**config.mk**
```make
export PLATFORM = sky130hd
export DESIGN_NAME = nvdla_mcif_write_eg_mc
export DESIGN_NICKNAME = d
export VERILOG_FILES = /design/src/rtl/nvdla_mcif_eg_pkg.sv /design/src/rtl/nvdla_mcif_eg_rsp_fifo.sv /design/src/rtl/nvdla_mcif_write_eg_mc.sv
export SDC_FILE = /design/constraint.sdc
export NUM_CORES = 1
export LEC_CHECK = 0
export ABC_AREA = 1
export ABC_CLOCK_PERIOD_IN_PS = 3000
export BUFFER_PORTS_ARGS = -buffer_cell sky130_fd_sc_hd__buf_4
export CAP_MARGIN = 5
export CORE_MARGIN = 2
export CORE_UTILIZATION = 46
export CTS_BUF_LIST = sky130_fd_sc_hd__clkbuf_4
export DETAILED_ROUTE_END_ITERATION = 8
export PLACE_DENSITY = 0.67
export SLEW_MARGIN = 20
export SYNTH_ARGS = -nofsm -noshare
export SYNTH_HDL_FRONTEND = slang
export SYNTH_HIERARCHICAL = 1
export SYNTH_SLANG_ARGS = --single-unit
```
**constraint.sdc**
```tcl
create_clock -name nvdla_core_clk -period 3 [get_ports nvdla_core_clk]
set_input_delay 0.3 -clock nvdla_core_clk [delete_from_list [all_inputs] [get_ports nvdla_core_clk]]
set_output_delay 0.3 -clock nvdla_core_clk [all_outputs]
set_load 0.02 [all_outputs]
```
**src/rtl/nvdla_mcif_eg_pkg.sv**
```systemverilog
// ---------------------------------------------------------------------------
// nvdla_mcif_eg_pkg
// Shared definitions for the MCIF write-egress block:
//   - AXI BRESP encodings
//   - response-FIFO entry layout {idx, bresp, bad}
//   - completion-queue entry field offsets ({len, require_ack}, ack in bit 0)
//   - clog2 helper usable in parameter expressions
// ---------------------------------------------------------------------------
package nvdla_mcif_eg_pkg;

    typedef enum logic [1:0] {
        BrespOkay   = 2'b00,
        BrespExokay = 2'b01,
        BrespSlverr = 2'b10,
        BrespDecerr = 2'b11
    } bresp_e;

    // Widest client index supported (16 clients); narrower configs zero-extend.
    localparam int unsigned IDX_MAX_W = 4;

    typedef struct packed {
        logic [IDX_MAX_W-1:0] idx;
        bresp_e               bresp;
        logic                 bad;
    } rsp_entry_t;

    localparam int unsigned RSP_ENTRY_W = $bits(rsp_entry_t);

    // Completion-queue entry layout: {len[LEN_W-1:0], require_ack}
    localparam int unsigned CQ_ACK_OFF = 0;
    localparam int unsigned CQ_LEN_OFF = 1;

    function automatic int unsigned clog2(input int unsigned v);
        int unsigned r;
        r = 0;
        for (int unsigned i = 0; i < 32; i++) begin
            if ((32'd1 << i) < v) begin
                r = i + 1;
            end
        end
        return r;
    endfunction

endpackage

```
**src/rtl/nvdla_mcif_eg_rsp_fifo.sv**
```systemverilog
// ---------------------------------------------------------------------------
// nvdla_mcif_eg_rsp_fifo
// Generic flop-based FIFO with registered occupancy.
//   i_clk, i_rst_n : clock, asynchronous active-low reset
//   i_push, i_wdata: write request (ignored when full)
//   i_pop          : read request (ignored when empty)
//   o_rdata        : head entry (valid when !o_empty)
//   o_full, o_empty: derived from the registered occupancy counter only
// DEPTH must be a power of two >= 2 so pointers wrap naturally.
// ---------------------------------------------------------------------------
module nvdla_mcif_eg_rsp_fifo
    import nvdla_mcif_eg_pkg::*;
#(
    parameter int unsigned DEPTH = 2,
    parameter int unsigned WIDTH = 8
) (
    input  logic             i_clk,
    input  logic             i_rst_n,
    input  logic             i_push,
    input  logic [WIDTH-1:0] i_wdata,
    input  logic             i_pop,
    output logic [WIDTH-1:0] o_rdata,
    output logic             o_full,
    output logic             o_empty
);

    localparam int unsigned AW = clog2(DEPTH);
    localparam int unsigned CW = AW + 1;

    logic [WIDTH-1:0] r_mem [DEPTH];
    logic [AW-1:0]    r_wr_ptr;
    logic [AW-1:0]    r_rd_ptr;
    logic [CW-1:0]    r_cnt;

    logic w_push;
    logic w_pop;

    assign o_full  = (r_cnt == CW'(DEPTH));
    assign o_empty = (r_cnt == '0);
    assign w_push  = i_push & ~o_full;
    assign w_pop   = i_pop & ~o_empty;
    assign o_rdata = r_mem[r_rd_ptr];

    always_ff @(posedge i_clk or negedge i_rst_n) begin
        if (!i_rst_n) begin
            r_wr_ptr <= '0;
            r_rd_ptr <= '0;
            r_cnt    <= '0;
            for (int unsigned i = 0; i < DEPTH; i++) begin
                r_mem[i] <= '0;
            end
        end else begin
            if (w_push) begin
                r_mem[r_wr_ptr] <= i_wdata;
                r_wr_ptr        <= r_wr_ptr + 1'b1;
            end
            if (w_pop) begin
                r_rd_ptr <= r_rd_ptr + 1'b1;
            end
            case ({w_push, w_pop})
                2'b10:   r_cnt <= r_cnt + 1'b1;
                2'b01:   r_cnt <= r_cnt - 1'b1;
                default: r_cnt <= r_cnt;
            endcase
        end
    end

endmodule

```
**src/rtl/nvdla_mcif_write_eg_mc.sv**
```systemverilog
// ---------------------------------------------------------------------------
// nvdla_mcif_write_eg_mc
// MCIF write egress: buffers AXI B responses and retires them, in order,
// against per-client completion queues.
//   nvdla_core_clk / nvdla_core_rstn  : clock, async active-low reset
//   noc2mcif_axi_b_*                  : AXI B channel from the NoC
//   cq_rd_pvld / cq_rd_prdy / cq_rd_pd: per-client completion-queue pop
//   eg2ig_axi_vld / eg2ig_axi_len     : registered burst-length return
//   mcif2client_wr_rsp_complete       : registered per-client completion
//   wr_rsp_err / bad_id_err / err_cnt : sticky error status, cleared by err_clr
// ---------------------------------------------------------------------------
module nvdla_mcif_write_eg_mc
    import nvdla_mcif_eg_pkg::*;
#(
    parameter int unsigned NUM_CLIENTS = 5,
    parameter int unsigned ID_W        = 8,
    parameter int unsigned LEN_W       = 2,
    parameter int unsigned RSP_DEPTH   = 2,
    parameter int unsigned ERR_CNT_W   = 8
) (
    input  logic                            nvdla_core_clk,
    input  logic                            nvdla_core_rstn,
    input  logic                            noc2mcif_axi_b_bvalid,
    output logic                            noc2mcif_axi_b_bready,
    input  logic [ID_W-1:0]                 noc2mcif_axi_b_bid,
    input  logic [1:0]                      noc2mcif_axi_b_bresp,
    input  logic [NUM_CLIENTS-1:0]          cq_rd_pvld,
    output logic [NUM_CLIENTS-1:0]          cq_rd_prdy,
    input  logic [NUM_CLIENTS*(LEN_W+1)-1:0] cq_rd_pd,
    output logic                            eg2ig_axi_vld,
    output logic [LEN_W-1:0]                eg2ig_axi_len,
    output logic [NUM_CLIENTS-1:0]          mcif2client_wr_rsp_complete,
    output logic [NUM_CLIENTS-1:0]          wr_rsp_err,
    output logic                            bad_id_err,
    output logic [ERR_CNT_W-1:0]            err_cnt,
    input  logic                            err_clr
);

    localparam int unsigned IDX_W = (NUM_CLIENTS > 1) ? clog2(NUM_CLIENTS) : 1;
    localparam int unsigned PD_W  = LEN_W + 1;

    // ---------------- response FIFO ----------------
    rsp_entry_t             w_wr_entry;
    rsp_entry_t             w_head;
    logic [RSP_ENTRY_W-1:0] w_fifo_wdata;
    logic [RSP_ENTRY_W-1:0] w_fifo_rdata;
    logic                   w_fifo_full;
    logic                   w_fifo_empty;
    logic                   w_fifo_pop;
    logic                   w_push;
    logic [IDX_W-1:0]       w_bid_idx;
    logic                   r_bready_en;

    assign w_bid_idx        = noc2mcif_axi_b_bid[IDX_W-1:0];
    assign w_wr_entry.idx   = IDX_MAX_W'(w_bid_idx);
    assign w_wr_entry.bresp = bresp_e'(noc2mcif_axi_b_bresp);
    // Full-width compare also catches nonzero bits above the index field.
    assign w_wr_entry.bad   = (64'(noc2mcif_axi_b_bid) >= 64'(NUM_CLIENTS));
    assign w_fifo_wdata     = w_wr_entry;
    assign w_head           = rsp_entry_t'(w_fifo_rdata);

    // Ready depends only on registered state; held low until out of reset.
    assign noc2mcif_axi_b_bready = r_bready_en & ~w_fifo_full;
    assign w_push                = noc2mcif_axi_b_bvalid & noc2mcif_axi_b_bready;

    nvdla_mcif_eg_rsp_fifo #(
        .DEPTH (RSP_DEPTH),
        .WIDTH (RSP_ENTRY_W)
    ) u_rsp_fifo (
        .i_clk   (nvdla_core_clk),
        .i_rst_n (nvdla_core_rstn),
        .i_push  (w_push),
        .i_wdata (w_fifo_wdata),
        .i_pop   (w_fifo_pop),
        .o_rdata (w_fifo_rdata),
        .o_full  (w_fifo_full),
        .o_empty (w_fifo_empty)
    );

    // ---------------- head decode ----------------
    logic [NUM_CLIENTS-1:0] w_sel;
    logic [PD_W-1:0]        w_pd_sel;
    logic                   w_head_good;
    logic                   w_bad_pop;
    logic                   w_good_pop;
    logic [NUM_CLIENTS-1:0] w_cq_pop;
    logic [LEN_W-1:0]       w_len;
    logic                   w_ack;
    logic                   w_is_err_rsp;
    logic                   w_err_inc;
    logic [NUM_CLIENTS-1:0] w_err_set;

    always_comb begin
        w_sel    = '0;
        w_pd_sel = '0;
        for (int unsigned k = 0; k < NUM_CLIENTS; k++) begin
            if (w_head.idx == IDX_MAX_W'(k)) begin
                w_sel[k] = 1'b1;
                w_pd_sel = cq_rd_pd[k*PD_W +: PD_W];
            end
        end
    end

    assign w_head_good  = ~w_fifo_empty & ~w_head.bad;
    assign w_bad_pop    = ~w_fifo_empty & w_head.bad;
    assign cq_rd_prdy   = w_head_good ? w_sel : '0;
    assign w_cq_pop     = cq_rd_prdy & cq_rd_pvld;
    assign w_good_pop   = |w_cq_pop;
    assign w_fifo_pop   = w_good_pop | w_bad_pop;

    assign w_len        = w_pd_sel[CQ_LEN_OFF +: LEN_W];
    assign w_ack        = w_pd_sel[CQ_ACK_OFF];

    assign w_is_err_rsp = (w_head.bresp == BrespSlverr) || (w_head.bresp == BrespDecerr);
    assign w_err_set    = w_cq_pop & {NUM_CLIENTS{w_is_err_rsp}};
    assign w_err_inc    = (w_good_pop & w_is_err_rsp) | w_bad_pop;

    // ---------------- error next-state ----------------
    logic [ERR_CNT_W-1:0]   w_err_cnt_nxt;
    logic [NUM_CLIENTS-1:0] w_wr_rsp_err_nxt;
    logic                   w_bad_id_err_nxt;

    // A clear coinciding with a new error still records that error.
    always_comb begin
        w_err_cnt_nxt    = err_cnt;
        w_wr_rsp_err_nxt = wr_rsp_err | w_err_set;
        w_bad_id_err_nxt = bad_id_err | w_bad_pop;
        if (err_clr) begin
            w_err_cnt_nxt    = w_err_inc ? ERR_CNT_W'(1) : '0;
            w_wr_rsp_err_nxt = w_err_set;
            w_bad_id_err_nxt = w_bad_pop;
        end else if (w_err_inc && (err_cnt != '1)) begin
            w_err_cnt_nxt = err_cnt + 1'b1;
        end
    end

    // ---------------- registered outputs ----------------
    always_ff @(posedge nvdla_core_clk or negedge nvdla_core_rstn) begin
        if (!nvdla_core_rstn) begin
            r_bready_en                 <= 1'b0;
            eg2ig_axi_vld               <= 1'b0;
            eg2ig_axi_len               <= '0;
            mcif2client_wr_rsp_complete <= '0;
            wr_rsp_err                  <= '0;
            bad_id_err                  <= 1'b0;
            err_cnt                     <= '0;
        end else begin
            r_bready_en                 <= 1'b1;
            eg2ig_axi_vld               <= w_good_pop;
            eg2ig_axi_len               <= w_good_pop ? w_len : '0;
            mcif2client_wr_rsp_complete <= w_ack ? w_cq_pop : '0;
            wr_rsp_err                  <= w_wr_rsp_err_nxt;
            bad_id_err                  <= w_bad_id_err_nxt;
            err_cnt                     <= w_err_cnt_nxt;
        end
    end

endmodule

```
==> results of run 1 <==
registers in the layout, summed over array words and instances, names as in the netlist:
| name | cells |
|---|---|
| u_rsp_fifo/r_mem | 12 |
| err_cnt | 8 |
| mcif2client_wr_rsp_complete | 5 |
| wr_rsp_err | 5 |
| eg2ig_axi_len | 2 |
| u_rsp_fifo/r_cnt | 2 |
| bad_id_err | 1 |
| eg2ig_axi_vld | 1 |
| r_bready_en | 1 |
| u_rsp_fifo/r_rd_ptr | 1 |
| u_rsp_fifo/r_wr_ptr | 1 |
metal layers:
layer | global-route usage [%] | wire length (um)
met1 | 23.0 | 2090
met2 | 31.5 | 2240
met3 | 3.18 | 228
met4 | 5.56 | 48
met5 | 0 | 0
through the flow:
stage	cell area [um^2]	setup slack, ns	power [uW]
2_1_floorplan	2210	0.930	1870
3_3_place_gp	2670	0.706	2180
3_5_place_dp	2670	0.671	2210
4_1_cts	2720	0.635	2460
5_1_grt	2720	0.348	2680
6_report	2720	0.645	2440
worst paths after layout:
path / slack [ns] / end / start / depth (start not counted)
worst max-delay path: 0.65 / u_rsp_fifo/r_cnt[1]$_DFFE_PN0P_ / u_rsp_fifo/r_rd_ptr$_DFFE_PN0P_ / 15
worst min-delay path: 0.22 / mcif2client_wr_rsp_complete[4]$_DFF_PN0_ / cq_rd_pd[12] / 3
worst max register to register: 0.65 / u_rsp_fifo/r_cnt[1]$_DFFE_PN0P_ / u_rsp_fifo/r_rd_ptr$_DFFE_PN0P_ / 15
worst min register to register: 0.48 / u_rsp_fifo/r_mem[0]$_DFFE_PN0P_ / u_rsp_fifo/r_mem[0]$_DFFE_PN0P_ / 2
max in group asynchronous: 2.20 / err_cnt[0]$_DFFE_PN0P_ / nvdla_core_rstn / 2
min in group asynchronous: 0.46 / err_cnt[5]$_DFFE_PN0P_ / nvdla_core_rstn / 2
report_power, final:
part           switching (uW)  total, uW  leakage (uW)  internal [uW]
clock network             161        244     0.0000285           83.2
registers                 132        815      0.000511            683
logic                     896       1380      0.000986            484
tightest hold or removal path, delay by kind of cell:
| kind | cells | cell delay [ns] |
|---|---|---|
| AO/OA/AOI/OAI | 1 | 0.09 |
| buffers and inverters | 2 | 0.14 |
area by class of cell:
| type | count | area [um^2] | share of cell area (%) |
|---|---|---|---|
| Tap cell | 54 | 67.6 | 2.48 |
| Clock inverter | 2 | 8.76 | 0.322 |
| Sequential cell | 39 | 976 | 35.8 |
| Multi-Input combinational cell | 202 | 1040 | 38.1 |
| Clock buffer | 5 | 37.5 | 1.38 |
| Timing Repair Buffer | 62 | 468 | 17.2 |
| Inverter | 34 | 128 | 4.69 |
==> key figures, run 1 <==
Routing
  – Routed WL: 4600 um
  – TritonRoute pass-1 iters: 4
  – Violation count after the first detailed-route iteration: 122
  – Post-route DRC: 0
  – Routed vias/inst: 4.87
  – Vias: 1937
  – Detail Route Antenna Nets: 0
  – Routed length per instance: 11.6 um

GRT
  – Largest net degree at the start of global routing: 40
  – Grt ovf: 0
  – Number of global-route vias before repair: 1724
  – Antenna violations before repair: 0
  – First-pass GRT wire length: 7630 um
  – Total Routing Usage GR: 18.2%

Worst setup path
  – Crit Path Class: flop to flop
  – CP most frequent cell: nand2_1
  – Max stage delay on crit path: 0.48 ns
  – Worst Path Arrival: 2.59 ns
  – Critical Path RT: 3.24 ns
  – CP Launch Type: flop
  – Critical path, cell by cell: inv_1 -> nand2_1 -> nand2_1 -> nor2_4 -> nand4_1 -> nand2_1 -> nor2_2 -> nand3_4 -> nand2_1 -> inv_1 -> ha_1 -> inv_1 -> nand3_1 -> nand2_1 -> nand2_1
  – Worst path bufs/invs: 3
  – Crit path max-delay family: simple AND/OR/NAND/NOR gates
  – Critical-path top delay cell: dfrtp_1
  – Max FO, Critical Path: 8
  – Critical Path End Type: flop

Timing
  – Max-slew headroom: 65.3%
  – Tmin final: 2.35 ns
  – Final clock period utilization by the worst path: 78.5%
  – Fmax: 425 MHz
  – Final hold viol count: 0
  – Setup violators final: 0
  – Max-slew violations: 0
  – Setup TNS: 0 ns
  – Worst Max-Slew Pin Slew: 0.520 ns
  – Final setup skew: 0.00536 ns
  – RSZ-0062 raised after global routing: false
  – Worst Hold Slack: 0.220 ns

Finish
  – Diode count: 0
  – Commonest non-fill, non-tap cell in the layout: nand2_1
  – Area grow syn2layout: 23.6%
  – Most frequent cells in the layout: 98 x nand2_1, 61 x buf_4, 39 x dfrtp_1
  – Nets: 380
  – Final Util: 58.4%
  – Fraction of layout cells with a size suffix above 1: 26.5%
  – Fin cells: 398
  – Layout filler cell count: 468

CTS
  – Max clock buf depth: 2
  – Hold_buf cts: 1
  – Clock Latency Late Sink: 0.33 ns
  – CTS Sinks: 39
  – Num CTS Buffers: 5
  – Clock slew at reported path FFs: 0.11 ns
  – Setup bufs post-CTS: 0
  – H-Tree Depth: 2
  – CTS tree: done
  – Root Buffer: clkbuf_4
  – # resized after CTS: 0

Floorplan
  – Floorplan core area: 4660 um^2
  – Die area: 5360 um^2
  – Initial Util: 47.2%
  – Rows: 25
  – Die W: 73.2 um
  – Die H: 73.2 um
  – IO Pins: 62

Power and ir drop
  – Peak supply drop: 480 uV
  – Leakage power: 0.00152 uW
  – Power Dens Cells: 896 nW/um^2

Placed design
  – GPL Wtd Cong: 0.763
  – DP HPWL: 3490 um
  – Port bufs: 60
  – Placed cell count: 390

Logic synthesis
  – Mapped Area: 2200 um^2
  – Mean Syn Cell Area: 7.84 um^2
  – Post-synthesis cell count: 281
  – Yosys warnings: 6

Hold path
  – Worst min-delay path class: input pin to flop

Status
  – Status: finished clean

Flow run
  – Max cap viols: 0
(Power assumes the default switching activity.)
==> run 2: changes to the inputs <==
--- a/config.mk
+++ b/config.mk
@@ -6,14 +6,14 @@
 export NUM_CORES = 1
 export LEC_CHECK = 0
 export ABC_AREA = 1
-export ABC_CLOCK_PERIOD_IN_PS = 3000
+export ABC_CLOCK_PERIOD_IN_PS = 2100
 export BUFFER_PORTS_ARGS = -buffer_cell sky130_fd_sc_hd__buf_4
 export CAP_MARGIN = 5
 export CORE_MARGIN = 2
 export CORE_UTILIZATION = 46
 export CTS_BUF_LIST = sky130_fd_sc_hd__clkbuf_4
 export DETAILED_ROUTE_END_ITERATION = 8
-export PLACE_DENSITY = 0.67
+export PLACE_DENSITY = 0.7
 export SLEW_MARGIN = 20
 export SYNTH_ARGS = -nofsm -noshare
 export SYNTH_HDL_FRONTEND = slang
==> constraint.sdc (replaced) <==
create_clock -name nvdla_core_clk -period 2.1 [get_ports nvdla_core_clk]
set_input_delay 0.21 -clock nvdla_core_clk [delete_from_list [all_inputs] [get_ports nvdla_core_clk]]
set_output_delay 0.21 -clock nvdla_core_clk [all_outputs]
set_load 0.02 [all_outputs]
==> run 2 against run 1 <==
Total power increased by 59%. Sequential share of layout area shrank 2.4 points. Via count up 3.6%. Non-clock buffer count is 13 higher. Clock power is 48% higher. Largest power group unchanged.
==> key figures, run 2 (same netlist as run 1, synthesis figures left out) <==
Finish
  – Biggest register: u_rsp_fifo/r_mem (unchanged)
  – Nets: 393 (was 380)
  – Diode count: 0 (unchanged)
  – Layout filler cell count: 426 (was 468)
  – Final instance area: 2910 um^2 (was 2720 um^2)
  – Largest registers: u_rsp_fifo/r_mem x12, err_cnt x8 (unchanged)
  – Most frequent cells in the layout: 87 x nand2_1, 73 x buf_4, 39 x dfrtp_1 (was 98 x nand2_1, 61 x buf_4, 39 x dfrtp_1)
  – Commonest non-fill, non-tap cell in the layout: nand2_1 (unchanged)
  – Max reg flops: 12 (unchanged)
  – Area grow syn2layout: 32.3% (was 23.6%)
  – Fraction of layout cells with a size suffix above 1: 34.7% (was 26.5%)

Placed design
  – Placed Area: 2730 um^2 (was 2670 um^2)
  – Port bufs: 60 (unchanged)
  – DP HPWL: 3500 um (was 3490 um)
  – GPL Wtd Cong: 0.754 (was 0.763)

Worst setup path
  – R2R depth: 16 (was 15)
  – Max FO, Critical Path: 6 (was 8)
  – Worst Path Arrival: 2.21 ns (was 2.59 ns)
  – Critical Path End Type: flop (unchanged)
  – CP Launch Type: flop (unchanged)
  – Crit Path Class: flop to flop (unchanged)
  – Critical Path RT: 2.35 ns (was 3.24 ns)

GRT
  – Grt ovf: 0 (unchanged)
  – First-pass GRT wire length: 7700 um (was 7630 um)
  – Largest net degree at the start of global routing: 40 (unchanged)
  – Total Routing Usage GR: 18.5% (was 18.2%)
  – Antenna violations before repair: 0 (unchanged)
  – Number of global-route vias before repair: 1779 (was 1724)

CTS
  – Max clock buf depth: 2 (unchanged)
  – Clock slew at reported path FFs: 0.11 ns (about the same)
  – CTS Sinks: 39 (unchanged)
  – H-Tree Depth: 2 (unchanged)
  – Clock Latency Late Sink: 0.35 ns (was 0.33 ns)
  – Num CTS Buffers: 5 (unchanged)
  – Root Buffer: clkbuf_4 (unchanged)
  – CTS tree: done (unchanged)

Timing
  – Tmin final: 1.95 ns (was 2.35 ns)
  – Max-slew headroom: 65.3% (about the same)
  – Final setup skew: 0.0148 ns (was 0.00536 ns)
  – Max-slew violations: 0 (unchanged)
  – Worst Hold Slack: 0.119 ns (was 0.220 ns)
  – Final hold viol count: 0 (unchanged)
  – Fmax: 512 MHz (was 425 MHz)
  – Setup violators final: 0 (unchanged)
  – Worst Max-Slew Pin Slew: 0.521 ns (was 0.520 ns)
  – Setup TNS: 0 ns (unchanged)
  – Final clock period utilization by the worst path: 93.0% (was 78.5%)

Routing
  – Violation count after the first detailed-route iteration: 82 (was 122)
  – Routed length per instance: 11.4 um (was 11.6 um)
  – Post-route DRC: 0 (unchanged)
  – TritonRoute pass-1 iters: 4 (unchanged)
  – Routed vias/inst: 4.88 (was 4.87)
  – Vias: 2006 (was 1937)
  – Detail Route Antenna Nets: 0 (unchanged)
  – Routed WL: 4670 um (was 4600 um)

Floorplan
  – Floorplan core area: 4660 um^2 (unchanged)
  – Initial Util: 47.2% (unchanged)
  – Die H: 73.2 um (unchanged)
  – Die W: 73.2 um (unchanged)
  – Die area: 5360 um^2 (unchanged)
  – IO Pins: 62 (unchanged)
  – Rows: 25 (unchanged)

Hold path
  – Worst min-delay path class: input pin to flop (unchanged)
  – Hold depth: 3 (unchanged)

Power and ir drop
  – Final Power: 3880 uW (was 2440 uW)
  – Power Dens Cells: 1330 nW/um^2 (was 896 nW/um^2)
  – Leakage power: 0.00160 uW (was 0.00152 uW)
  – Peak supply drop: 597 uV (was 480 uV)

Status
  – Status: finished clean (unchanged)

Flow run
  – Max cap viols: 0 (unchanged)
## run 2: path summary, 6_finish.rpt
| kind | start | endpoint | slack [ns] |
|---|---|---|---|
| worst max-delay path | u_rsp_fifo/r_rd_ptr$_DFFE_PN0P_ | u_rsp_fifo/r_cnt[1]$_DFFE_PN0P_ | 0.15 |
| worst min-delay path | noc2mcif_axi_b_bresp[1] | u_rsp_fifo/r_mem[2]$_DFFE_PN0P_ | 0.12 |
| worst max register to register | u_rsp_fifo/r_rd_ptr$_DFFE_PN0P_ | u_rsp_fifo/r_cnt[1]$_DFFE_PN0P_ | 0.15 |
| worst min register to register | u_rsp_fifo/r_mem[2]$_DFFE_PN0P_ | u_rsp_fifo/r_mem[2]$_DFFE_PN0P_ | 0.48 |
| max in group asynchronous | nvdla_core_rstn | u_rsp_fifo/r_mem[11]$_DFFE_PN0P_ | 1.41 |
| min in group asynchronous | nvdla_core_rstn | err_cnt[3]$_DFFE_PN0P_ | 0.35 |
## run 2: timing repair
action / CTS / global route
hold buffers: 1 / 0
setup endpoints to repair: 0 / 10
buffers inserted: 0 / 4
endpoints found under the hold margin: 39 / 0
resized for setup: 0 / 29
## run 2: layout make-up
class                      count  area [um^2]  share of cell area [%]
tap                           54         67.6                    2.32
sequential                    39          976                    33.5
timing repair buffer          75          569                    19.5
clock buffer                   5         37.5                    1.29
inverter                      34          128                    4.38
multi-input combinational    202         1130                    38.7
clock inverter                 2         8.76                   0.301
## run 2: metal layers
metal | global-route usage [%] | vias up | wire length (um)
met5 | 0 | - | 0
met4 | 7.41 | 0 | 78
met3 | 3.04 | 8 | 188
met2 | 31.1 | 44 | 2300
met1 | 23.5 | 913 | 2110
li1 | - | 1041 | -
## run 2: worst max-delay path: stages, from the launching register on
cell	delay, ns
dfrtp_1	0.44
inv_2	0.14
nand2_2	0.09
nand2_4	0.10
inv_2	0.05
nor2_4	0.11
nand3_2	0.12
nor2_4	0.17
nor2_4	0.05
nand3_4	0.08
nand2_4	0.05
inv_2	0.05
ha_4	0.20
inv_2	0.06
nand3_2	0.06
nand2_1	0.06
nand2_1	0.04
## run 2: where the power goes
part	leakage [uW]	switching [uW]	internal, uW
Clock	0.0000285	241	119
Combinational	0.00106	1430	944
Sequential	0.000511	173	977
Total	0.00160	1850	2040
## run 2: stage by stage
stage / std cells / util (%) / setup slack (ns)
after global placement: 399 / 58.7 / 0.0539
after floorplan: 282 / - / 0.0298
final: 411 / 62.5 / 0.146
after detailed placement: 399 / 58.7 / 0.0280
after global routing: 411 / 62.5 / -0.0161
after CTS: 407 / 59.9 / 0.00245
